File: src/rtl/fetch_pkg.sv
// Shared definitions for the fetch -> decode path: default widths, the
// queue entry layout and the constants the decode side uses for bubbles.
package fetch_pkg;

    localparam int PC_W            = 64;
    localparam int INSTR_W         = 32;
    localparam int INSTR_MEM_WORDS = 1024;
    localparam logic [31:0] NOP_INSTR = 32'h00000013;

    typedef struct packed {
        logic [PC_W-1:0]    pc;
        logic [INSTR_W-1:0] instr;
        logic               inv_addr;
    } fetch_entry_t;

endpackage

File: src/rtl/fetch_queue_storage.sv
// Entry storage for the fetch/decode queue: one synchronous write port and
// one asynchronous read port. Contents are not reset; occupancy tracking in
// the parent decides which slots are meaningful.
module fetch_queue_storage #(
    parameter int DEPTH = 4,
    parameter int W     = 97,
    parameter int AW    = $clog2(DEPTH)
) (
    input  logic          clk,
    input  logic          we,
    input  logic [AW-1:0] waddr,
    input  logic [W-1:0]  wdata,
    input  logic [AW-1:0] raddr,
    output logic [W-1:0]  rdata
);

    logic [W-1:0] mem [DEPTH];

    // Write the fetched entry into its slot.
    always_ff @(posedge clk) begin
        if (we) mem[waddr] <= wdata;
    end

    assign rdata = mem[raddr];

endmodule

File: src/rtl/fetch_decode_queue.sv
// Instruction queue between fetch and decode. Buffers {pc, instr, inv_addr}
// entries, drops everything on a redirect, and stops accepting after an
// invalid-address fetch so that the faulting entry is the last one decode
// sees until the next redirect.
module fetch_decode_queue #(
    parameter int DEPTH   = 4,
    parameter int PC_W    = fetch_pkg::PC_W,
    parameter int INSTR_W = fetch_pkg::INSTR_W
) (
    input  logic                       clk,
    input  logic                       rst,
    input  logic                       flush,
    input  logic                       in_valid,
    output logic                       in_ready,
    input  logic [PC_W-1:0]            in_pc,
    input  logic [INSTR_W-1:0]         in_instr,
    input  logic                       in_inv_addr,
    output logic                       out_valid,
    input  logic                       out_ready,
    output logic [PC_W-1:0]            out_pc,
    output logic [INSTR_W-1:0]         out_instr,
    output logic                       out_inv_addr,
    output logic [$clog2(DEPTH+1)-1:0] count
);

    import fetch_pkg::*;

    localparam int AW = $clog2(DEPTH);
    localparam int CW = $clog2(DEPTH + 1);

    typedef struct packed {
        logic [PC_W-1:0]    pc;
        logic [INSTR_W-1:0] instr;
        logic               inv_addr;
    } entry_t;

    logic [AW-1:0] rd_ptr, wr_ptr;
    logic          poison;
    logic          full, push, pop;
    entry_t        wentry, rentry;

    // Full is taken from the count; pointers alone cannot tell full from empty.
    assign full      = (count == CW'(DEPTH));
    assign in_ready  = !full && !poison && !flush;
    assign out_valid = (count != '0);
    assign push      = in_valid && in_ready;
    assign pop       = out_valid && out_ready;

    assign wentry = '{pc: in_pc, instr: in_instr, inv_addr: in_inv_addr};

    fetch_queue_storage #(
        .DEPTH (DEPTH),
        .W     ($bits(entry_t))
    ) u_storage (
        .clk   (clk),
        .we    (push),
        .waddr (wr_ptr),
        .wdata (wentry),
        .raddr (rd_ptr),
        .rdata (rentry)
    );

    // Head fields read straight from storage; forced to zero when empty so
    // stale slot contents never leak onto the decode interface.
    always_comb begin
        out_pc       = '0;
        out_instr    = '0;
        out_inv_addr = 1'b0;
        if (out_valid) begin
            out_pc       = rentry.pc;
            out_instr    = rentry.instr;
            out_inv_addr = rentry.inv_addr;
        end
    end

    // Pointer, occupancy and poison tracking; a redirect wins over any
    // push or pop in the same cycle (push is already blocked via in_ready).
    always_ff @(posedge clk or posedge rst) begin
        if (rst) begin
            rd_ptr <= '0;
            wr_ptr <= '0;
            count  <= '0;
            poison <= 1'b0;
        end else if (flush) begin
            rd_ptr <= '0;
            wr_ptr <= '0;
            count  <= '0;
            poison <= 1'b0;
        end else begin
            if (push) wr_ptr <= wr_ptr + 1'b1;
            if (pop)  rd_ptr <= rd_ptr + 1'b1;
            if (push && !pop)      count <= count + 1'b1;
            else if (pop && !push) count <= count - 1'b1;
            if (push && in_inv_addr) poison <= 1'b1;
        end
    end

endmodule

File: config.mk
export PLATFORM = sky130hd
export DESIGN_NAME = fetch_decode_queue
export DESIGN_NICKNAME = d
export VERILOG_FILES = /design/src/rtl/fetch_pkg.sv /design/src/rtl/fetch_queue_storage.sv /design/src/rtl/fetch_decode_queue.sv
export SDC_FILE = /design/constraint.sdc
export NUM_CORES = 1
export LEC_CHECK = 0
export CORE_MARGIN = 10
export CORE_UTILIZATION = 55
export CTS_BUF_LIST = sky130_fd_sc_hd__clkbuf_8
export DETAILED_ROUTE_END_ITERATION = 16
export PLACE_DENSITY = 0.8
export SLEW_MARGIN = 10
export SYNTH_ARGS = -nofsm -noshare
export SYNTH_HDL_FRONTEND = slang
export SYNTH_SLANG_ARGS = --single-unit
File: constraint.sdc
create_clock -name clk -period 5.8 [get_ports clk]
set_input_delay 0.87 -clock clk [delete_from_list [all_inputs] [get_ports clk]]
set_output_delay 0.87 -clock clk [all_outputs]
set_load 0.02 [all_outputs]
==> impl_metrics.tcl <==
set metrics [dict create \
    place_area_sq_mm 0.0176 \
    drv_slew 0 \
    fin_setup_tns_ps 0 \
    portBuffers 203 \
    tritoncts "done" \
    insertion_delay_ps 580 \
    drc 0 \
    cts_sinks 396 \
    grt_pass1_vias 7793 \
    drt-total-wl_um 30300 \
    die-width_um 186 \
    cts_buffer_depth 3 \
    top_layer "met4" \
    synth_top_area_frac 0.769 \
    status "finished, final reports clean" \
    synth.avg_cell_area_sq_um 22.6 \
    synth_area_leaders "edfxtp_1 (77%), mux4_2 (14%), and2_1 (4.2%), dfrtp_1 (1.3%), clkbuf_1 (0.47%)" \
    die_h_um 186 \
    worstMarginPinSlew_ps 992 \
    grt_use_total 0.177 \
    final_layout_size_suffix_gt1_frac 0.196 \
    routedLengthMet1_um 11500 \
    dr_wl_met3_um 1970 \
    grt_pass1_wl_um 46300 \
    grt-ovfl-total 0 \
    hold_viol 0 \
    cts_setup_buffers 0 \
    drt_iter0_drc 347 \
    syn_area_sq_mm 0.0152 \
    relSlewSlack 0.339 \
    coreArea_sq_mm 0.0270 \
    antenna_found_initial 2 \
    path_clk_slew_ps 60 \
    htree_levels 2 \
    cp.required_ps 4930 \
    maxCapViolations 0 \
    stdcell_count 1294 \
    synth_nets 779 \
    routedWlPerCell_um 23.4 \
    gp_congestion 0.766 \
    rsz0062_at_grt "false" \
    postCtsResizedCells 0 \
    nFillCells 1708 \
    hpwlAfterDp_um 19400 \
    worstSetupPathType "reg2out" \
    finalInstanceArea_sq_mm 0.0186 \
    synth_area_leader_cell "edfxtp_1" \
    cts_buffers 58 \
    ys_seq_area_frac 0.782 \
    period_needed_ps 4280 \
    power_density_mw_per_mm2 453 \
    num_vias 7239 \
    syn_inst 672 \
    clock.fmax_mhz 234 \
    r2r_slack_ps 2950 \
    setup_ws_ps 1520 \
    place_ws_ps 1940 \
    ys_seq_elements 396 \
    cp-end-kind "primary output" \
    postRouteAntennaNets 0 \
    dieArea_sq_mm 0.0346 \
    p_leak_nw 5.97 \
    post-route-period-util 0.738 \
    grt_max_degree 88 \
    critPathArrivalTime_ps 3410 \
    cp_max_fo 40 \
    ys_types 26 \
    yosys_warnings 0 \
    nets 1017 \
    hold_class "in2async" \
    clock-root-buffer "clkbuf_8" \
    cts.hold.buffers_added 0 \
    setup_violations 0 \
    start_util 0.561 \
    num_rows 60 \
    vdd_drop_max_v 0.000299 \
    fin_skew_ps 19.0 \
    finalPower_mw 8.45 \
    dp.cells 1191 \
    viasPerCell 5.59 \
    start_kind "flop" \
    drtPass1Iterations 7 \
    route.met2.wl_um 16300 \
    pin_count 204 \
    syn_to_final_growth_pct 22.9 \
]
## worst paths after layout
check,cells past startpoint,end,startpoint
min,2,rd_ptr[1]$_DFFE_PP0P_,rst
min in group clk,1,wr_ptr[0]$_DFFE_PP0P_,wr_ptr[0]$_DFFE_PP0P_
max reg2reg,4,u_storage.mem[0][47]$_DFFE_PP_,count[1]$_DFFE_PP0P_
max in group asynchronous,2,rd_ptr[0]$_DFFE_PP0P_,rst
min reg2reg,1,wr_ptr[0]$_DFFE_PP0P_,wr_ptr[0]$_DFFE_PP0P_
max,4,out_pc[34],rd_ptr[0]$_DFFE_PP0P_
## synthesized netlist by cell type (all sizes together)
library cell and n:
nor2b 1, or4 1, o21ai 2, edfxtp 388, fa 1, nand3 1
xor2 3, dfrtp 8, a211oi 1, ha 4, and2 102, or3 1
inv 7, nor2 9, nand2 3, mux2i 1, mux4 97, and3 1
a2111oi 1, o31ai 1, mux2 4, buf 16, clkbuf 19
## metrics by stage
step / utilization / hold slack [ps]
global route: 0.689 / 572
global placement: 0.651 / 576
detailed placement: 0.651 / 610
CTS: 0.689 / 541
floorplan: - / 549
finish: 0.689 / 570
## state kept, by name, summed over array words and instances, names as in the netlist
signal	flops
u_storage.mem	388
poison	1
wr_ptr	2
count	3
rd_ptr	2
## per-layer routing
layer  track usage  vias up
met3        0.0425       38
li1              -     3211
met4        0.0587        0
met1         0.214     3762
met5             0        -
met2         0.307      228
## cell type report
class | count | area (sq um) | area share
flip-flops and latches | 396 | 11900 | 0.637
multi-input cells | 234 | 3120 | 0.168
repair buffers | 213 | 2170 | 0.116
clock buffers | 61 | 840 | 0.0451
well taps | 341 | 427 | 0.0229
clock inverters | 40 | 181 | 0.00974
inverters | 7 | 26.3 | 0.00141
diodes | 2 | 5.00 | 0.000269
## cells in the final DEF, fill, tap and decap left out
| master | instances |
|---|---|
| nor2_1 | 9 |
| clkinv_1 | 17 |
| bufinv_16 | 1 |
| ha_1 | 4 |
| buf_12 | 5 |
| diode_2 | 2 |
| fa_1 | 1 |
| mux2i_1 | 1 |
| and2_1 | 98 |
| xor2_1 | 3 |
| inv_1 | 25 |
| mux4_2 | 97 |
| dfrtp_4 | 2 |
| clkdlybuf4s50_1 | 203 |
| buf_4 | 5 |
| and3_1 | 1 |
| edfxtp_1 | 388 |
| a211oi_1 | 1 |
| and2_4 | 4 |
| a2111oi_4 | 1 |
| clkinv_2 | 4 |
| mux2_2 | 4 |
| clkbuf_8 | 61 |
| nor2b_1 | 1 |
| nand3_1 | 1 |
| nand2_1 | 2 |
| dfrtp_1 | 6 |
| o21ai_0 | 2 |
| nand2_4 | 1 |
| o31ai_1 | 1 |
| or4_1 | 1 |
| or3_2 | 1 |
## logic make-up after synthesis
family,share of synthesized area
flip-flops,0.782
AND/OR/NAND/NOR,0.0476
buffers and inverters,0.0129
AO/OA/AOI/OAI,0.00347
multiplexers,0.148
XOR/XNOR,0.00173
adder cells (fa/ha/maj),0.00462
## critical path: stages, from the launching register on
cell and delay (ps):
dfrtp_4 950, buf_4 510, mux4_2 580, and2_1 180, clkdlybuf4s50_1 540
## power by group
part | internal [mW] | switching, mW
logic | 1.51 | 1.48
clock network | 1.01 | 0.954
registers | 3.34 | 0.160
total | 5.85 | 2.59
Note: power is estimated with default switching activity, not from simulation.
==> variant 1, RTL diff (config.mk and constraints unchanged) <==
Make the reset (`rst`) synchronous in one clocked block. Comments in the files are not updated.
--- a/src/rtl/fetch_decode_queue.sv
+++ b/src/rtl/fetch_decode_queue.sv
@@ -75,7 +75,7 @@
 
     // Pointer, occupancy and poison tracking; a redirect wins over any
     // push or pop in the same cycle (push is already blocked via in_ready).
-    always_ff @(posedge clk or posedge rst) begin
+    always_ff @(posedge clk) begin
         if (rst) begin
             rd_ptr <= '0;
             wr_ptr <= '0;
Function: differs if rst is asserted again (counterexample within 4 cycles, from zero or initial values and one cycle with rst high); with rst held inactive, the same outputs for 4 cycles.
==> variant 1 against the unedited design <==
  * Global-route usage up 0.35 points
  * Fmax increased by 3.0%
  * Register-to-register slack better by 0.08 ns
  * Sequential cell count up 2
  * Routed wire length grew 2.1%
  * Via count up 0.90%
  * Setup slack better by 0.13 ns
  * Clock skew grew 0.0026 ns
  * Synthesized area hardly changed
  * Cell area increased by 0.52%
Power is not compared: it rests on default switching activity, and its combinational part moved more than twofold at a synthesized area within 25%.
==> variant 1: results (changes against the unedited design) <==
status: "completed"
layout.clock.cell_area_share: 0.0627  # +0.00793
multi_input_area_share: 0.166  # -0.00134
bufAreaShareNonClock: 0.114  # -0.00208
power.internal_uw: 4710
reg.largest.list: "u_storage.mem (388), count (3)"
first_global_vias: 8000  # +2.7%
ffs_w_async_s_r_synth: 0  # -0.0202
viasPerCell: 5.61  # +0.28%
crit_path_top_delay_cell: "sky130_fd_sc_hd__dfxtp_4"
diodes: 0  # -2
met2_wirelength_um: 15700  # -3.3%
num-multi-input-gates: 235  # +0.43%
critical-path-max-stage-delay_ns: 0.92  # -0.03 ns
total_routing_usage_reported_by_global_routing: 0.181  # +0.00350
drt-pass1-iter-count: 7  # unchanged
groute.layer.met2.usage: 0.304  # -0.00333
power.share.sequential: 0.536
nNonClkBuffers: 216  # +1.4%
grt_start_max_net_pins: 55  # -38%
slew-limit-headroom: 0.410  # +0.0716
routed.top_layer: "met5"
top_cells_by_area_synth: "sky130_fd_sc_hd__edfxtp_1 (77%), sky130_fd_sc_hd__mux4_2 (14%), sky130_fd_sc_hd__and2_1 (4.0%)"
worst-path-max-fanout: 44  # +10%
routabilityCongestion: 0.748  # -2.4%
place_hpwl_um: 19800  # +2.1%
grt_antenna_before_repair: 1  # -1
fraction_of_final_layout_cells_sized_beyond_drive_strength_1: 0.207  # +0.0115
met1Wirelength_um: 12300  # +6.7%
layout.nets: 1020  # +0.29%
synth_edf_count: 388  # unchanged
nNonClkInverters: 3  # -4
worst-r2r-setup-slack_ns: 3.03  # +0.08 ns
groute.layer.met1.usage: 0.227  # +0.0130
grt_pass1_wl_um: 47000  # +1.6%
initialDrtViolationCount: 559  # +61%
synthesis.yosys.warnings: 0  # unchanged
synth.distinct_cells: 28  # +7.7%
syn_nets: 779  # unchanged
layout.area.seq_um2: 11900  # unchanged
routing_usage_on_met3: 0.0456  # +0.00312
powerDensity_nw_per_um2: 322
critPathArrivalTime_ns: 3.29  # -0.12 ns
fillers: 1652  # -3.3%
synth_seq_cells: 398  # +0.51%
top_cells_by_count_synth: "sky130_fd_sc_hd__edfxtp_1 (388), sky130_fd_sc_hd__and2_1 (97), sky130_fd_sc_hd__mux4_2 (97)"
worst_clock_skew_ns: 0.0217  # +0.00261 ns
sequential_share_of_the_synthesized_area: 0.782  # about the same
clock_transition_at_the_registers_of_the_reported_paths_ns: 0.06  # about the same
wl_met3_um: 2400  # +22%
avgRoutedWirePerCell_um: 23.8  # +1.5%
timing.hold.worst.class: "reg -> reg"
## variant 1: cell count changes in the layout (fill, tap and decap cells not counted), moves of 3 or more
cell / before / now
sky130_fd_sc_hd__mux2_2: 4 / 0
sky130_fd_sc_hd__clkinv_2: 4 / 12
sky130_fd_sc_hd__and3_4: 0 / 4
sky130_fd_sc_hd__dfrtp_1: 6 / 0
sky130_fd_sc_hd__clkbuf_8: 61 / 58
sky130_fd_sc_hd__inv_1: 25 / 16
sky130_fd_sc_hd__buf_4: 5 / 12
sky130_fd_sc_hd__buf_12: 5 / 1
sky130_fd_sc_hd__dfxtp_1: 0 / 8
sky130_fd_sc_hd__bufinv_16: 1 / 6
sky130_fd_sc_hd__and2_4: 4 / 0
## variant 1: metrics by stage
stage,hold WS (ns),setup slack (ns),instances,cell area [µm²]
global route,0.576,1.39,1302,18700
detailed placement,0.518,2.03,1193,17600
finish,0.522,1.64,1302,18700
CTS,0.527,1.52,1302,18700
global placement,0.502,2.11,1193,17600
floorplan,0.475,1.67,671,15200
## variant 1: path summary, 6_finish.rpt
| check | startpoint | endpoint | depth (start not counted) |
|---|---|---|---|
| min | wr_ptr[0]$_SDFFE_PP0P_ | wr_ptr[0]$_SDFFE_PP0P_ | 2 |
| min reg2reg | wr_ptr[0]$_SDFFE_PP0P_ | wr_ptr[0]$_SDFFE_PP0P_ | 2 |
| max reg2reg | poison$_SDFFE_PP0P_ | u_storage.mem[0][59]$_DFFE_PP_ | 3 |
| max | flip-flop | out_inv_addr | 4 |
## variant 1: kinds of logic after synthesis
family          after synthesis  share of synthesized area
simple gates                119                     0.0481
mux                          98                      0.145
xor+xnor                      4                    0.00231
flops                       398                      0.782
fa+ha+maj                     6                    0.00545
buf+inv                      38                     0.0139
compound gates                8                    0.00330
==> variant 2, RTL diff (same flow settings) <==
Without the edit above. Change the package constant `INSTR_W` from 32 to 64.
--- a/src/rtl/fetch_pkg.sv
+++ b/src/rtl/fetch_pkg.sv
@@ -3,7 +3,7 @@
 package fetch_pkg;
 
     localparam int PC_W            = 64;
-    localparam int INSTR_W         = 32;
+    localparam int INSTR_W         = 64;
     localparam int INSTR_MEM_WORDS = 1024;
     localparam logic [31:0] NOP_INSTR = 32'h00000013;
 
Interface: changed (resized in_instr and out_instr); port bits go from 204 to 268. No check against the original RTL was run, so the function may have changed too.
==> variant 2 against the unedited design <==
  * Count of clock-buffer cells in the layout grew 23
  * Worst hold slack lost 0.046 ns
  * Power grew 33%
  * Synthesized area grew 32%
  * Final cell count grew 32%
  * Sequential cell count grew 128
  * Critical path depth is the same
  * Setup slack lost 0.063 ns
  * Cell area grew 32%
  * Combinational power grew 35%
  * Routed wire length grew 36%
  * Synthesized cell count grew 30%
==> variant 2: results (changes against the unedited design) <==
worst_clock_skew_ns: 0.0272  # +0.00818 ns
reg.largest.list: "u_storage.mem (516), count (3)"
critPathArrivalTime_ns: 3.47  # +0.06 ns
grt_start_max_net_pins: 90  # +2.3%
worst-path-max-fanout: 50  # +25%
h_tree_level_count: 3  # +1
routabilityCongestion: 0.757  # -1.2%
viasPerCell: 5.60  # +0.18%
worst_r2r_endpoint: "count[2]$_DFFE_PP0P_"
routing_usage_on_met3: 0.0672  # +0.0247
synth.top_cell.area_share: 0.776  # +0.00729
power.static_leakage_uw: 0.00787  # +32%
fraction_of_final_layout_cells_sized_beyond_drive_strength_1: 0.203  # +0.00730
groute.layer.met1.usage: 0.255  # +0.0407
grt_antenna_before_repair: 9  # +7
placement.io_buffers: 267  # +32%
first_global_vias: 10400  # +34%
status: "completed"
place_hpwl_um: 25100  # +29%
avgRoutedWirePerCell_um: 24.0  # +2.5%
tritoncts.num_buffers: 79  # +36%
grt_pass1_wl_um: 62900  # +36%
top_cells_by_count_synth: "sky130_fd_sc_hd__edfxtp_1 (516), sky130_fd_sc_hd__and2_1 (134), sky130_fd_sc_hd__mux4_2 (129)"
worst_pin_slew_ns: 1.04  # +0.0460 ns
groute.layer.met2.usage: 0.282  # -0.0255
r2r.worst_path.cells: 9  # +5
critical-path-max-stage-delay_ns: 1.08  # +0.13 ns
critPathTopFamily: "flip-flops"
worst-r2r-setup-slack_ns: 2.16  # -0.79 ns
vdd.ir_drop.worst_mv: 0.375  # +25%
total_routing_usage_reported_by_global_routing: 0.187  # +0.00958
top_cells_by_area_synth: "sky130_fd_sc_hd__edfxtp_1 (78%), sky130_fd_sc_hd__mux4_2 (15%), sky130_fd_sc_hd__and2_1 (4.2%)"
synth.distinct_cells: 27  # +3.8%
synth_edf_count: 516  # +33%
sequential_share_of_the_synthesized_area: 0.786  # +0.00411
initialDrtViolationCount: 687  # +98%
critical_path.reg2reg.startpoint: "count[2]$_DFFE_PP0P_"
drt-pass1-iter-count: 5  # -2
layout.nets: 1332  # +31%
variant 2: cell count changes after synthesis:
cell / unedited run / this run
sky130_fd_sc_hd__buf_6: 2 / 0
sky130_fd_sc_hd__buf_2: 12 / 9
sky130_fd_sc_hd__clkbuf_1: 19 / 18
sky130_fd_sc_hd__and2_1: 102 / 134
sky130_fd_sc_hd__nor2_2: 0 / 1
sky130_fd_sc_hd__buf_4: 2 / 9
sky130_fd_sc_hd__nand2_2: 0 / 1
sky130_fd_sc_hd__edfxtp_1: 388 / 516
sky130_fd_sc_hd__buf_1: 0 / 10
sky130_fd_sc_hd__nand2_4: 1 / 0
sky130_fd_sc_hd__nor2_1: 9 / 8
sky130_fd_sc_hd__mux4_2: 97 / 129
variant 2: layout make-up:
cell class / instances / area [µm²]
flip-flops and latches: 524 / 15700
fillers: 2184 / 11000
multi-input cells: 298 / 4040
repair buffers: 283 / 2880
clock buffers: 84 / 1160
well taps: 461 / 577
clock inverters: 51 / 210
inverters: 7 / 26.3
diodes: 5 / 12.5
variant 2: logic make-up after synthesis:
family / count (synthesis) / synth area share
muxes: 134 / 0.148
and+or+nand+nor: 151 / 0.0461
adders and majority gates: 5 / 0.00351
AOI/OAI and AO/OA: 5 / 0.00263
DFF: 524 / 0.786
buffers and inverters: 53 / 0.0122
xor gates and xnor gates: 3 / 0.00132
variant 2: where the power goes:
group / switching, µW / internal, µW
Clock: 1290 / 1330
Sequential: 164 / 4410
Combinational: 2060 / 1990
Total: 3510 / 7730
variant 2: layer usage:
| layer | up-vias | share of wire |
|---|---|---|
| met3 | 61 | 0.096 |
| met4 | 10 | 0.014 |
| li1 | 4210 | - |
| met2 | 373 | 0.47 |
| met5 | - | 0.0017 |
| met1 | 4946 | 0.42 |
variant 2: how the worst max path moves through the flow:
| stage | to | start | depth (start not counted) | slack (ns) |
|---|---|---|---|---|
| 2_1_floorplan | u_storage.mem[0][0]$_DFFE_PP_ | in_valid | 4 | 0.77 |
| 3_3_place_gp | u_storage.mem[3][61]$_DFFE_PP_ | flush | 4 | 1.95 |
| 3_5_place_dp | u_storage.mem[3][70]$_DFFE_PP_ | flush | 4 | 1.92 |
| 4_1_cts | out_pc[17] | rd_ptr[0]$_DFFE_PP0P_ | 4 | 1.34 |
| 5_1_grt | out_pc[17] | rd_ptr[0]$_DFFE_PP0P_ | 4 | 1.20 |
| 6_report | out_pc[17] | rd_ptr[0]$_DFFE_PP0P_ | 4 | 1.46 |
variant 2: stage by stage:
step                hold WS (ns)  setup slack (ns)  area (µm²)  instances  utilization
global placement           0.567              1.95       23200       1573        0.652
CTS                        0.488              1.34       24600       1708        0.690
floorplan                  0.549             0.772       20000        875            -
detailed placement         0.597              1.92       23200       1573        0.652
finish                     0.523              1.46       24600       1713        0.690
global route               0.523              1.20       24600       1709        0.690
